`config.mk`:
```
export PLATFORM = sky130hd
export DESIGN_NAME = spi_master_param
export DESIGN_NICKNAME = d
export VERILOG_FILES = /design/src/rtl/spi_pkg.sv /design/src/rtl/spi_clk_tick.sv /design/src/rtl/spi_master_param.sv
export SDC_FILE = /design/constraint.sdc
export NUM_CORES = 1
export LEC_CHECK = 0
export CAP_MARGIN = 20
export CORE_MARGIN = 1.5
export CORE_UTILIZATION = 40
export DETAILED_ROUTE_END_ITERATION = 8
export HOLD_SLACK_MARGIN = 0.02
export PLACE_DENSITY_LB_ADDON = 0.25
export SLEW_MARGIN = 20
export SYNTH_ARGS = -nofsm -noshare
export SYNTH_HDL_FRONTEND = slang
export SYNTH_SLANG_ARGS = --single-unit
```
`constraint.sdc`:
```
create_clock -name clk -period 2.66 [get_ports clk]
set_input_delay 0.399 -clock clk [delete_from_list [all_inputs] [get_ports clk]]
set_output_delay 0.399 -clock clk [all_outputs]
set_load 0.03 [all_outputs]
```
`src/rtl/spi_pkg.sv`:
```
// spi_pkg: shared FSM state encoding and SPI mode constants ({cpol,cpha}) for the SPI master
package spi_pkg;
  typedef enum logic [2:0] {IDLE, SETUP, SHIFT, HOLD, FINISH} state_t;
  localparam logic [1:0] MODE0 = 2'b00;
  localparam logic [1:0] MODE1 = 2'b01;
  localparam logic [1:0] MODE2 = 2'b10;
  localparam logic [1:0] MODE3 = 2'b11;
endpackage

```
`src/rtl/spi_clk_tick.sv`:
```
// spi_clk_tick: SCLK half-period counter; tick pulses on the last clk of every half-period while en is high
// ports: clk, rst (async, active-high), en (count enable, counter clears when low), tick (one-cycle pulse)
module spi_clk_tick #(
  parameter int HALF_PERIOD = 2
) (
  input  logic clk,
  input  logic rst,
  input  logic en,
  output logic tick
);
  localparam int CW = HALF_PERIOD > 1 ? $clog2(HALF_PERIOD) : 1;
  logic [CW-1:0] cnt;
  assign tick = en && cnt == CW'(HALF_PERIOD - 1);
  always_ff @(posedge clk or posedge rst) begin
    if (rst) cnt <= '0;
    else cnt <= (en && !tick) ? cnt + 1'b1 : '0;
  end
endmodule

```
`src/rtl/spi_master_param.sv`:
```
// spi_master_param: parametrised full-duplex SPI master, all four modes, MSB/LSB-first, NUM_CS chip selects
// ports: clk, rst (async, active-high); start/cs_sel/cpol/cpha/lsb_first/tx_data request a transfer;
//        rx_data/busy/done/err report it; SCLK/MOSI/MISO/cs_n are the SPI bus (cs_n active-low)
module spi_master_param
  import spi_pkg::*;
#(
  parameter int DATA_W      = 16,
  parameter int HALF_PERIOD = 2,
  parameter int NUM_CS      = 1
) (
  input  logic                                      clk,
  input  logic                                      rst,
  input  logic                                      start,
  input  logic [(NUM_CS > 1 ? $clog2(NUM_CS) : 1)-1:0] cs_sel,
  input  logic                                      cpol,
  input  logic                                      cpha,
  input  logic                                      lsb_first,
  input  logic [DATA_W-1:0]                         tx_data,
  output logic [DATA_W-1:0]                         rx_data,
  output logic                                      busy,
  output logic                                      done,
  output logic                                      err,
  output logic                                      SCLK,
  output logic                                      MOSI,
  input  logic                                      MISO,
  output logic [NUM_CS-1:0]                         cs_n
);
  localparam int SEL_W = NUM_CS > 1 ? $clog2(NUM_CS) : 1;
  localparam int EW = $clog2(2 * DATA_W);
  localparam logic [EW-1:0] LAST = EW'(2 * DATA_W - 1);
  state_t state, nxt;
  logic tick, en, accept, cap, drv, edge_tick, cpol_l, cpha_l, lsb_l;
  logic [SEL_W-1:0] sel_l;
  logic [DATA_W-1:0] tx_sr, rx_sr;
  logic [EW-1:0] edge_cnt;
  assign en = state inside {SETUP, SHIFT, HOLD};
  assign accept = state == IDLE && start && 32'(cs_sel) < NUM_CS;
  assign edge_tick = tick && state inside {SETUP, SHIFT};
  // even edges are leading: capture there when cpha=0, on odd (trailing) edges when cpha=1
  assign cap = edge_cnt[0] == cpha_l;
  // drive on the non-capture edge; with cpha=0 the final trailing edge has no next bit
  assign drv = !cap && edge_cnt != LAST;
  spi_clk_tick #(.HALF_PERIOD(HALF_PERIOD)) u_tick (.clk(clk), .rst(rst), .en(en), .tick(tick));
  always_ff @(posedge clk or posedge rst) begin
    if (rst) state <= IDLE;
    else state <= nxt;
  end
  always_comb begin
    nxt = state;
    busy = state != IDLE;
    done = state == FINISH;
    cs_n = en ? ~(NUM_CS'(1) << sel_l) : '1;
    unique case (state)
      IDLE:    nxt = accept ? SETUP : IDLE;
      SETUP:   nxt = tick ? SHIFT : SETUP;
      SHIFT:   nxt = (tick && edge_cnt == LAST) ? HOLD : SHIFT;
      HOLD:    nxt = tick ? FINISH : HOLD;
      default: nxt = IDLE;
    endcase
  end
  always_ff @(posedge clk or posedge rst) begin
    if (rst) begin
      SCLK <= 1'b0;
      MOSI <= 1'b0;
      err <= 1'b0;
      rx_data <= '0;
      tx_sr <= '0;
      rx_sr <= '0;
      edge_cnt <= '0;
      sel_l <= '0;
      cpol_l <= 1'b0;
      cpha_l <= 1'b0;
      lsb_l <= 1'b0;
    end else begin
      err <= state == IDLE && start && !accept;
      if (state == IDLE) SCLK <= cpol;
      if (state == HOLD) SCLK <= cpol_l;
      if (accept) begin
        sel_l <= cs_sel;
        cpol_l <= cpol;
        cpha_l <= cpha;
        lsb_l <= lsb_first;
        edge_cnt <= '0;
        // cpha=0 presents the first bit before any edge, so it leaves the shifter already consumed
        tx_sr <= cpha ? tx_data : (lsb_first ? tx_data >> 1 : tx_data << 1);
        if (!cpha) MOSI <= lsb_first ? tx_data[0] : tx_data[DATA_W-1];
      end
      if (edge_tick) begin
        SCLK <= ~SCLK;
        edge_cnt <= edge_cnt + 1'b1;
        if (cap) rx_sr <= lsb_l ? {MISO, rx_sr[DATA_W-1:1]} : {rx_sr[DATA_W-2:0], MISO};
        if (drv) begin
          MOSI <= lsb_l ? tx_sr[0] : tx_sr[DATA_W-1];
          tx_sr <= lsb_l ? tx_sr >> 1 : tx_sr << 1;
        end
      end
      if (tick && state == HOLD) rx_data <= rx_sr;
    end
  end
endmodule
```
## Word level (Yosys, flattened, before mapping)

Cells that the tools add are included.

- Register bits: 64
- Input bits: 24
- Logic and storage cells: 70

- Add/sub/neg operators: 2
- Order comparisons: 1
- Bitwise gates (word level): 2
- Equal/unequal tests: 7
- Multiplexer cells: 25
- Reductions and logical operators: 19
- Shift operators: 1

Operators by type and width:

| operator | count |
|---|---|
| $mux 16 | 7 |
| $mux 1 | 13 |
| $pmux 3 s4 | 1 |
| $mux 5 | 2 |
| $logic_and 1x1->1 | 9 |
| $reduce_bool 3->1 | 3 |
| $eq 3x2->1 const B | 2 |
| $add 5x1->5 const B | 1 |
| $eq 5x5->1 const B | 1 |
| $ne 5x5->1 const B | 1 |
| $reduce_bool 2->1 | 2 |
| $eq 3x1->1 const B | 1 |
| $eq 3x3->1 const B | 1 |
| $logic_not 1->1 | 3 |
| $logic_not 3->1 | 1 |
| $mux 3 | 1 |
| $mux 2 | 1 |
| $not 1->1 | 2 |
| $reduce_and 2->1 | 1 |
| $add 1x1->1 const B | 1 |
| $eq 1x1->1 | 1 |
| $lt 1x1->1 const B | 1 |
| $shl 1x1->1 const A | 1 |

## Depth between registers and ports, before layout

Gate-level depths: netlist of run 1.

- Word-level depth: 6
- Depth in mapped cells: 7
- Gate-level depth less buffers: 7

## By module

From an unflattened synthesis of run 1, not the netlist that was laid out.

- Cell total of the unflattened synthesis: 310
- Area total of the unflattened synthesis: 3,311.9 um^2

Modules (own cells, without submodules):

| module | times used | cells an instance | area each (um^2) | sequential area each (um^2) |
|---|---|---|---|---|
| spi_master_param | 1 | 306 | 3,266.9 | 1,576.5 |
| spi_clk_tick | 1 | 4 | 45.0 | 25.0 |

## Worst setup path before layout of run 1

No wires, ideal clock.

- Kind: register -> register
- From: reg edge_cnt[0]
- To: reg tx_sr[12]
- Period minus slack after synthesis: 1.893 ns
- Data required time: 2.573 ns
- Data arrival time: 1.805 ns
- Slack: 0.767 ns
- Stages on the path, launching flop included: 8
- Path buffers: 1
- Path through: dfrtp_1 > ha_1 > and3_1 > ha_1 > nor4b_4 > buf_4 > a21oi_1 > a22oi_1

- Word-level cells in the longest chain between the ends: 5

Ends and longest elaborated chain:

| element | line | RTL |
|---|---|---|
| from (decl) | spi_master_param.sv:35 | `logic [EW-1:0] edge_cnt;` |
| from (signal assigned) | spi_master_param.sv:90 | `edge_cnt <= edge_cnt + 1'b1;` |
| branches (longest 2 deep; another with $ne 5x5->1) | -- |  |
| $logic_and 1x1->1 (*) | spi_master_param.sv:42 | `assign drv = !cap && edge_cnt != LAST;` |
| $mux 16 (*) | spi_master_param.sv:92 | `if (drv) begin` |
| $mux 16 (*) | spi_master_param.sv:88 | `if (edge_tick) begin` |
| to (signal assigned) | spi_master_param.sv:85 | `tx_sr <= cpha ? tx_data : (lsb_first ? tx_data >> 1 : tx_data << 1);` |
| to (signal assigned) | spi_master_param.sv:94 | `tx_sr <= lsb_l ? tx_sr >> 1 : tx_sr << 1;` |
| to (decl) | spi_master_param.sv:34 | `logic [DATA_W-1:0] tx_sr, rx_sr;` |

Mark *: on every way between the ends.
A chain may end at the register's enable or synchronous reset.

## Final worst setup path of run 1

- From: reg state[2]
- To: out busy

- Word-level cells in the longest chain between the ends: 1

Ends and longest elaborated chain:

| element | line | RTL |
|---|---|---|
| from (decl) | spi_master_param.sv:31 | `state_t state, nxt;` |
| from (signal assigned) | spi_master_param.sv:46 | `else state <= nxt;` |
| $reduce_bool 3->1 | spi_master_param.sv:50 | `busy = state != IDLE;` |
| to (decl) | spi_master_param.sv:20 | `output logic busy,` |

No other way between the ends.

==> impl_metrics.csv, run 1 <==
group,metric,value,unit
outcome,status,"finished clean",
logic_synthesis,synth-adder-area-share,0.766,%
finish,fin_area,4020,um^2
grt,grt_antenna_before_repair,0,
grt,gr-total-overflow,0,
logic_synthesis,synthCells,304,
routing,postRouteAntennaNets,0,
timing,min_period_over_period,83.9,%
power,p_sw,0.000539,W
grt,grt_pass1_wl,10700,um
routing,dr.pass1.iters,4,
logic_synthesis,async_flop_share,100,%
routing,drt-total-wl,6280,um
timing,period_minus_slack,2230,ps
finish,syn_to_final_growth,23.2,%
timing,worst_pin_slew,740,ps
finish,drive_gt1_share,14.4,%
logic_synthesis,yosys_warnings,0,
setup_path,crit_type,"flip-flop to output pin",
logic_synthesis,synth_xor_area_share,1.07,%
logic_synthesis,synth_area,3270,um^2
logic_synthesis,ys_types,36,
floorplan,start_util,41.8,%
logic_synthesis,ys_seq_area_share,49.0,%
floorplan,num_rows,32,
timing,finClkSkew,11.1,ps
timing,setup_viol,0,
logic_synthesis,synthTopCellsByArea,"dfrtp_1 49%, mux2i_1 14%, mux2_2 6.6%, a21oi_1 4.9%, a22oi_1 3.2%",
job,maxCapViolCount,0,
routing,drc,0,
floorplan,core_area,7810,um^2
setup_path,crit_fanout,8,
power,p_per_area,527,nW/um^2
logic_synthesis,synth_commonest_cells,"64 x dfrtp_1, 47 x mux2i_1, 32 x a21oi_1",
finish,n_fill_cell,715,
floorplan,pin_count,46,
clocking,cts_tree,"built",
clocking,cts-root-buf,"clkbuf_8",
timing,fmax,448,MHz
logic_synthesis,ys.flop_type,"dfrtp_1",
setup_path,end_kind,"output pin",
floorplan,dieArea,8720,um^2
grt,track_usage,15.6,%
clocking,cts_buffer_depth,2,
timing,slew_headroom,50.5,%
finish,final_nets,374,
timing,finalHoldViolCount,0,
clocking,cts_resized,0,
power,p_sw_share,25.4,%
clocking,clk_latency,340,ps
logic_synthesis,synth.top_cell.area_share,49.0,%
routing,num_vias,2425,
logic_synthesis,synth_top_family_by_area,"multiplexers",
logic_synthesis,synth.avg_cell_area,10.7,um^2
power,ir_drop,301,uV
logic_synthesis,synth_edf_count,0,
logic_synthesis,synth_top_cell_by_area,"dfrtp_1",
setup_path,worstPathRequired,2260,ps
timing,maxSlewViolCount,0,
grt,grt_max_degree,65,
setup_path,start_kind,"flip-flop",
routing,drt_iter0_drc,97,
power,pwr-share-comb,10.2,%
floorplan,die_y,93.4,um
setup_path,arrival,1830,ps
clocking,postCtsHoldBufs,0,
power,total_power,0.00212,W
place,gp_congestion,0.747,
clocking,cts_sinks,64,
clocking,clk_pin_slew_worst_paths,80,ps
logic_synthesis,ys_ff_latch,64,
clocking,cts-htree-levels,3,
power,clkPwrFrac,38.4,%
logic_synthesis,synth-simple-area-share,10.1,%
timing,setup_tns,0,ps
setup_path,rr_worst_depth,7,
place,dpl_cell_area,3830,um^2
logic_synthesis,yosysMostFrequentCell,"dfrtp_1",
logic_synthesis,synth_compound_area_share,14.6,%
place,io_buffers,45,
logic_synthesis,synthesis.nets,330,
clocking,cts_made_buffers,9,
routing,drt-wirelength-per-cell,13.8,um
power,power.share.sequential,51.4,%
floorplan,die_x,93.4,um
clocking,post_cts_buffers,0,
logic_synthesis,synth.area.mux_share,21.0,%
finish,diodes,0,
power,p_leak,1.80,nW
timing,rsz0062_at_grt,"false",
grt,grt_pass1_vias,2275,
place,hpwlAfterDp,4350,um
power,internal_power,0.00158,W
worst_hold_path,hold_class,"input pin to async pin",
routing,vias_per_cell,5.33,
## worst paths after layout
path / slack (ps) / from / endpoint
worst min-delay path: 430 / rst / rx_data[10]
worst max-delay path: 430 / state[2] / busy
worst min register to register: 480 / SCLK / SCLK
max in group asynchronous: 1920 / rst / tx_sr[15]
worst max register to register: 600 / edge_cnt[0] / tx_sr[8]
min in group clk: 480 / SCLK / SCLK
## cells by family after synthesis
family	count (synthesis)
xor+xnor	4
mux	66
fa+ha+maj	2
flops	64
compound gates	75
buf+inv	26
simple gates	67
## registers in the layout (all words and copies together) (netlist names)
name,flops
rx_data,16
rx_sr,16
tx_sr,16
edge_cnt,5
state,3
MOSI,1
SCLK,1
cpha_l,1
cpol_l,1
err,1
lsb_l,1
sel_l,1
u_tick.cnt,1
## layout by cell type, fill, tap and decap left out, types with 6 or more instances in the layout
cell type	netlist	final
a21oi_1	32	32
a22oi_1	14	14
buf_4	2	8
clkbuf_8	0	9
clkdlybuf4s50_1	0	45
dfrtp_1	64	64
mux2_2	19	19
mux2i_1	47	47
nand2_1	26	26
nor2_1	23	23
o211ai_1	14	14
o21ai_0	6	6
## metrics by stage
step	worst slack, ps	util, %	hold slack (ps)	cells
4_1_cts	389	51.5	449	455
2_1_floorplan	663	-	447	304
3_3_place_gp	704	49.0	468	439
3_5_place_dp	596	49.0	474	439
6_report	428	51.5	432	455
5_1_grt	274	51.5	459	455
## area by class of cell
class	instances	area (um^2)	share of cell area, %
clock inverters	7	72.6	1.80
flip-flops and latches	64	1600	39.8
repair buffers	54	531	13.2
clock buffers	9	124	3.08
inverters	5	18.8	0.466
well taps	102	128	3.17
multi-input cells	214	1550	38.5
## power groups by stage
stage / registers, W / logic [W] / clock network, W
2_1_floorplan: 0.00109 / 0.000145 / 0
6_report: 0.00109 / 0.000216 / 0.000813
3_3_place_gp: 0.00111 / 0.000212 / 0
5_1_grt: 0.00110 / 0.000242 / 0.000891
3_5_place_dp: 0.00111 / 0.000219 / 0
4_1_cts: 0.00109 / 0.000220 / 0.000838
## routing by layer
layer | vias up | share of wire (%) | global-route usage (%)
met1 | 1177 | 49 | 21.5
li1 | 1188 | - | -
met4 | 0 | 1.2 | 6.31
met3 | 7 | 4.1 | 3.41
met2 | 53 | 46 | 23.6
met5 | - | 0 | 0
## worst max-delay path, stage by stage (launching register included)
cell             delay, ps
dfrtp_1                460
nor3_2                 350
inv_2                   90
clkdlybuf4s50_1        600
Power figures use the tool's default switching activity.
==> run 2: changes to the inputs <==
clock period = 1.9 ns   (was 2.66 ns; I/O delays follow)
==> run 2 against run 1 <==
Compared with the run above:
- first-iteration DRC count decreased by 45%
- die area stayed put
- clock skew shrank 1.3 ps
- utilization up 2.3 points
- critical endpoint is now tx_sr[3]
- highest routed layer unchanged
==> impl_metrics.csv, run 2 (same netlist as run 1, synthesis figures left out) <==
group,metric,value,unit
outcome,status,"finished clean",
routing,drt-wirelength-per-cell,14.5,um
clocking,cts_buffer_depth,2,
clocking,cts_made_buffers,9,
clocking,clk_pin_slew_worst_paths,70,ps
power,pwr-share-comb,10.8,%
timing,worst_pin_slew,469,ps
timing,min_period_over_period,96.2,%
routing,highest_layer,"met4",
clocking,clk_latency,330,ps
floorplan,num_rows,32,
routing,drt-met1-wl,3250,um
finish,finalCoreUtilization,53.9,%
place,gp_congestion,0.729,
power,power.share.sequential,53.1,%
finish,diodes,0,
routing,dr.pass1.iters,4,
power,p_per_area,683,nW/um^2
setup_path,r2r-end,"tx_sr[3]",
timing,period_minus_slack,1830,ps
power,clkPwrFrac,36.0,%
setup_path,reg2reg_from,"state[0]",
setup_path,arrival,2070,ps
routing,num_vias,2499,
clocking,cts-htree-levels,3,
finish,final_nets,386,
routing,drt-total-wl,6760,um
finish,biggestRegsByFlops,"rx_data (16), rx_sr (16), tx_sr (16)",
setup_path,crit_type,"flip-flop to flip-flop",
power,p_sw_share,25.2,%
setup_path,startpoint,"state[0]",
clocking,cts_sinks,64,
timing,fmax,547,MHz
setup_path,crit_fanout,8,
routing,drt_iter0_drc,53,
finish,drive_gt1_share,18.1,%
place,hpwlAfterDp,4480,um
timing,maxSlewViolCount,0,
timing,slew_headroom,68.8,%
grt,grt_max_degree,65,
routing,met3_wirelength,329,um
finish,syn_to_final_growth,28.8,%
floorplan,die_x,93.4,um
routing,postRouteAntennaNets,0,
floorplan,start_util,41.8,%
setup_path,worstPathRequired,2140,ps
setup_path,end_kind,"flip-flop",
grt,grt_pass1_vias,2380,
power,ir_drop,255,uV
timing,holdWs,332,ps
floorplan,die_y,93.4,um
finish,final_cell_mix,"62 x dfrtp_1, 47 x mux2i_1, 42 x clkdlybuf4s50_1",
grt,grt_antenna_before_repair,0,
floorplan,core_area,7810,um^2
power,p_leak,1.88,nW
routing,drc,0,
routing,vias_per_cell,5.36,
setup_path,rr_worst_depth,8,
setup_path,worst-r2r-setup-slack,70,ps
floorplan,pin_count,46,
timing,setup_viol,0,
job,maxCapViolCount,0,
clocking,cts-root-buf,"clkbuf_8",
worst_hold_path,hold_class,"input pin to async pin",
finish,mostFrequentLayoutCell,"dfrtp_1",
power,internal_power,0.00215,W
timing,finClkSkew,9.77,ps
place,io_buffers,45,
grt,gr-total-overflow,0,
floorplan,dieArea,8720,um^2
clocking,cts_tree,"built",
grt,grt_pass1_wl,11200,um
timing,setup_tns,0,ps
power,p_sw,0.000723,W
routing,dr_wl_met2,3050,um
setup_path,start_kind,"flip-flop",
finish,n_fill_cell,703,
timing,finalHoldViolCount,0,
grt,track_usage,16.6,%
[run 2: changes by cell type in the layout (fill, tap and decap cells not counted), sizes merged]
| cell | previous run | this run |
|---|---|---|
| dlygate4sd2 | 0 | 3 |
| bufinv | 1 | 0 |
| clkinvlp | 2 | 1 |
| clkbuf | 9 | 13 |
| bufbuf | 0 | 1 |
| clkinv | 4 | 2 |
| clkdlybuf4s50 | 45 | 42 |
| buf | 9 | 19 |
[run 2: what timing repair did]
action                                  in CTS  in global routing
hold endpoints to repair                     0                  0
endpoints found under the setup margin       8                 21
gates cloned                                 2                  1
setup buffers                                2                  1
resized for setup                            5                  5
hold buffers                                 0                  0
pin swaps                                    1                  3
[run 2: area by class of cell]
cell class	count	area, um^2	share of cell area [%]
sequential	64	1600	38.1
multi-input combinational	214	1570	37.2
timing repair buffer	66	717	17.0
clock buffer	12	155	3.69
tap	102	128	3.03
inverter	5	18.8	0.446
clock inverter	3	17.5	0.417
[run 2: worst max-delay path by stage]
stage           endpoint  slack (ps)  cells after the start
2_1_floorplan  tx_sr[12]           7                      7
3_3_place_gp   tx_sr[10]          70                      7
3_5_place_dp    tx_sr[7]         -30                      7
4_1_cts             cs_n          30                      2
5_1_grt         tx_sr[3]         -10                      8
6_report        tx_sr[3]          70                      8
[run 2: stage by stage]
step	std cells	total power, W	cell area [um^2]	worst slack [ps]
floorplan	304	0.00173	3270	7.44
global placement	445	0.00185	3920	66.8
detailed placement	445	0.00187	3920	-29.8
CTS	464	0.00291	4160	32.0
global route	466	0.00302	4210	-10.5
finish	466	0.00287	4210	71.4
[run 2: critical path: stages (launching register included)]
cell and delay, ps:
dfrtp_1 430, buf_6 150, xnor2_1 150, buf_4 160
nor4b_4 250, buf_4 190, clkbuf_16 150, a21oi_1 50
a22oi_1 210
[run 2: per-layer routing]
metal	vias up	GRT usage, %
li1	1212	-
met1	1202	22.1
met2	75	25.5
met3	10	3.41
met4	0	8.21
met5	-	0
[run 2: power by group through the flow]
| stage | sequential, W | combinational (W) | clock (W) |
|---|---|---|---|
| after floorplan | 0.00153 | 0.000203 | 0 |
| after global placement | 0.00155 | 0.000305 | 0 |
| after detailed placement | 0.00155 | 0.000316 | 0 |
| after CTS | 0.00153 | 0.000316 | 0.00106 |
| after global routing | 0.00154 | 0.000349 | 0.00113 |
| final | 0.00153 | 0.000311 | 0.00103 |
==> run 3: changes to the inputs <==
clock period = 1.5 ns   (was 1.9 ns; I/O delays follow)
==> run 3 against run 2 <==
Compared with the run above:
- the flow now finishes with violations (setup timing)
- fmax decreased by 1.0%
- utilization increased by 11 points
- global-route usage is 0.37 points higher
- final area rose by 21%
- routed wire length up 26%
- clock power grew 59%
- clock-buffer cell count decreased by 2
- sequential power increased by 28%
- largest power group unchanged
==> impl_metrics.csv, run 3 (same netlist as run 1, synthesis figures left out) <==
group,metric,value,unit
finish,fin_area,5080,um^2
timing,slew_headroom,67.7,%
finish,final_cell_mix,"61 x dfrtp_1, 47 x mux2i_1, 23 x nand2_1, 23 x buf_6, 23 x clkdlybuf4s50_1",
floorplan,die_y,93.4,um
power,p_sw_share,24.9,%
clocking,cts_tree,"built",
clocking,cts_buffer_depth,2,
finish,drive_gt1_share,41.0,%
grt,grt_pass1_wl,11500,um
power,p_sw,0.00101,W
routing,drc,0,
worst_hold_path,hold_class,"input pin to async pin",
timing,rsz0062_at_grt,"true",
routing,drt_iter0_drc,96,
routing,postRouteAntennaNets,0,
floorplan,die_x,93.4,um
finish,n_fill_cell,581,
timing,holdWs,339,ps
floorplan,start_util,41.8,%
timing,period_minus_slack,1850,ps
floorplan,num_rows,32,
floorplan,dieArea,8720,um^2
power,p_per_area,801,nW/um^2
timing,postLayoutSetupSlackWorst,-347,ps
routing,num_vias,2706,
timing,finClkSkew,9.48,ps
timing,finalHoldViolCount,0,
clocking,cts_made_buffers,9,
outcome,status,"finished, violations left",
timing,worst_pin_slew,484,ps
finish,mostFrequentLayoutCell,"dfrtp_1",
finish,finalCoreUtilization,65.0,%
setup_path,end_kind,"flip-flop",
power,clkPwrFrac,40.3,%
routing,drt-wirelength-per-cell,16.9,um
timing,fmax,541,MHz
floorplan,pin_count,46,
finish,final_nets,421,
clocking,cts-root-buf,"clkbuf_8",
setup_path,start_kind,"flip-flop",
clocking,cts_sinks,64,
power,pwr-share-comb,11.5,%
setup_path,worstPathRequired,1700,ps
finish,syn_to_final_growth,55.5,%
clocking,cts-htree-levels,3,
timing,min_period_over_period,123,%
grt,gr-total-overflow,0,
timing,maxSlewViolCount,0,
job,maxCapViolCount,0,
finish,biggestRegsByFlops,"rx_data (16), rx_sr (16), tx_sr (16)",
clocking,clk_latency,340,ps
grt,grt_antenna_before_repair,0,
floorplan,core_area,7810,um^2
routing,dr.pass1.iters,7,
grt,grt_pass1_vias,2484,
grt,track_usage,17.0,%
clocking,clk_pin_slew_worst_paths,70,ps
place,gp_congestion,0.767,
power,power.share.sequential,48.2,%
setup_path,crit_type,"flip-flop to flip-flop",
power,ir_drop,503,uV
place,hpwlAfterDp,4610,um
power,p_leak,2.34,nW
grt,grt_max_degree,65,
setup_path,crit_fanout,5,
place,io_buffers,45,
power,internal_power,0.00306,W
timing,setup_viol,59,
outcome,violations,"setup timing",
routing,vias_per_cell,5.39,
setup_path,arrival,2050,ps
finish,diodes,0,
place,dpl_cell_area,4110,um^2
routing,drt-total-wl,8510,um
run 3: cell count changes in the layout (fill, tap and decap cells not counted), moves of 16 or more:
cell	delta
buf_6	+21
clkdlybuf4s50_1	-19
nor2_1	-19
mux2_2	-18
mux2_4	+18
dlygate4sd2_1	+16
run 3: layer usage:
metal  part of all wire [%]  wire length (um)  up-vias  track usage (%)
li1                       -                 -     1285                -
met1                     44              3770     1341             22.1
met4                    1.4               119        0             8.33
met3                    3.7               311       11             3.33
met2                     51              4310       69             26.9
met5                      0                 0        -                0
run 3: layout make-up:
class                   count  area (um^2)  share of cell area [%]
clock inverters             6         82.6                    1.63
repair buffers            101         1130                    22.3
clock buffers              10          138                    2.71
flip-flops and latches     64         1610                    31.6
well taps                 102          128                    2.51
inverters                   5         25.0                   0.493
multi-input cells         214         1970                    38.8
run 3: final timing paths:
path                                   from           to  slack, ps  cells past startpoint
worst max-delay path            edge_cnt[0]         MOSI       -350                      8
max in group asynchronous               rst     rx_sr[0]        880                      3
worst min-delay path                    rst    rx_sr[12]        340                      3
min in group clk                rx_data[14]  rx_data[14]        510                      1
worst max register to register  edge_cnt[0]         MOSI       -350                      8
worst min register to register  rx_data[14]  rx_data[14]        510                      1
run 3: power by group through the flow:
stage | clock, W | sequential (W) | combinational [W]
finish | 0.00164 | 0.00196 | 0.000467
CTS | 0.00168 | 0.00193 | 0.000406
global placement | 0 | 0.00196 | 0.000394
global route | 0.00173 | 0.00197 | 0.000519
detailed placement | 0 | 0.00196 | 0.000408
floorplan | 0 | 0.00194 | 0.000258
run 3: stage by stage:
stage	power, W	std cells	worst slack (ps)	setup TNS (ps)
2_1_floorplan	0.00219	304	-279	-4230
3_3_place_gp	0.00235	461	-209	-4030
3_5_place_dp	0.00237	461	-287	-5230
4_1_cts	0.00402	481	-281	-5660
5_1_grt	0.00422	502	-416	-12230
6_report	0.00407	502	-347	-9060
run 3: critical path: stages, from the launching register on:
cell and delay (ps):
dfrtp_1 400, ha_2 190, and3_4 180, ha_4 160, nor4b_4 270, buf_6 180
buf_6 130, clkbuf_16 150, o31ai_4 50
run 3: timing repair:
item	in CTS	in global routing
cloned	1	11
setup endpoints to repair	68	61
hold buffers	0	0
gates resized for setup	44	111
buffers inserted	4	11
pin swaps	6	30
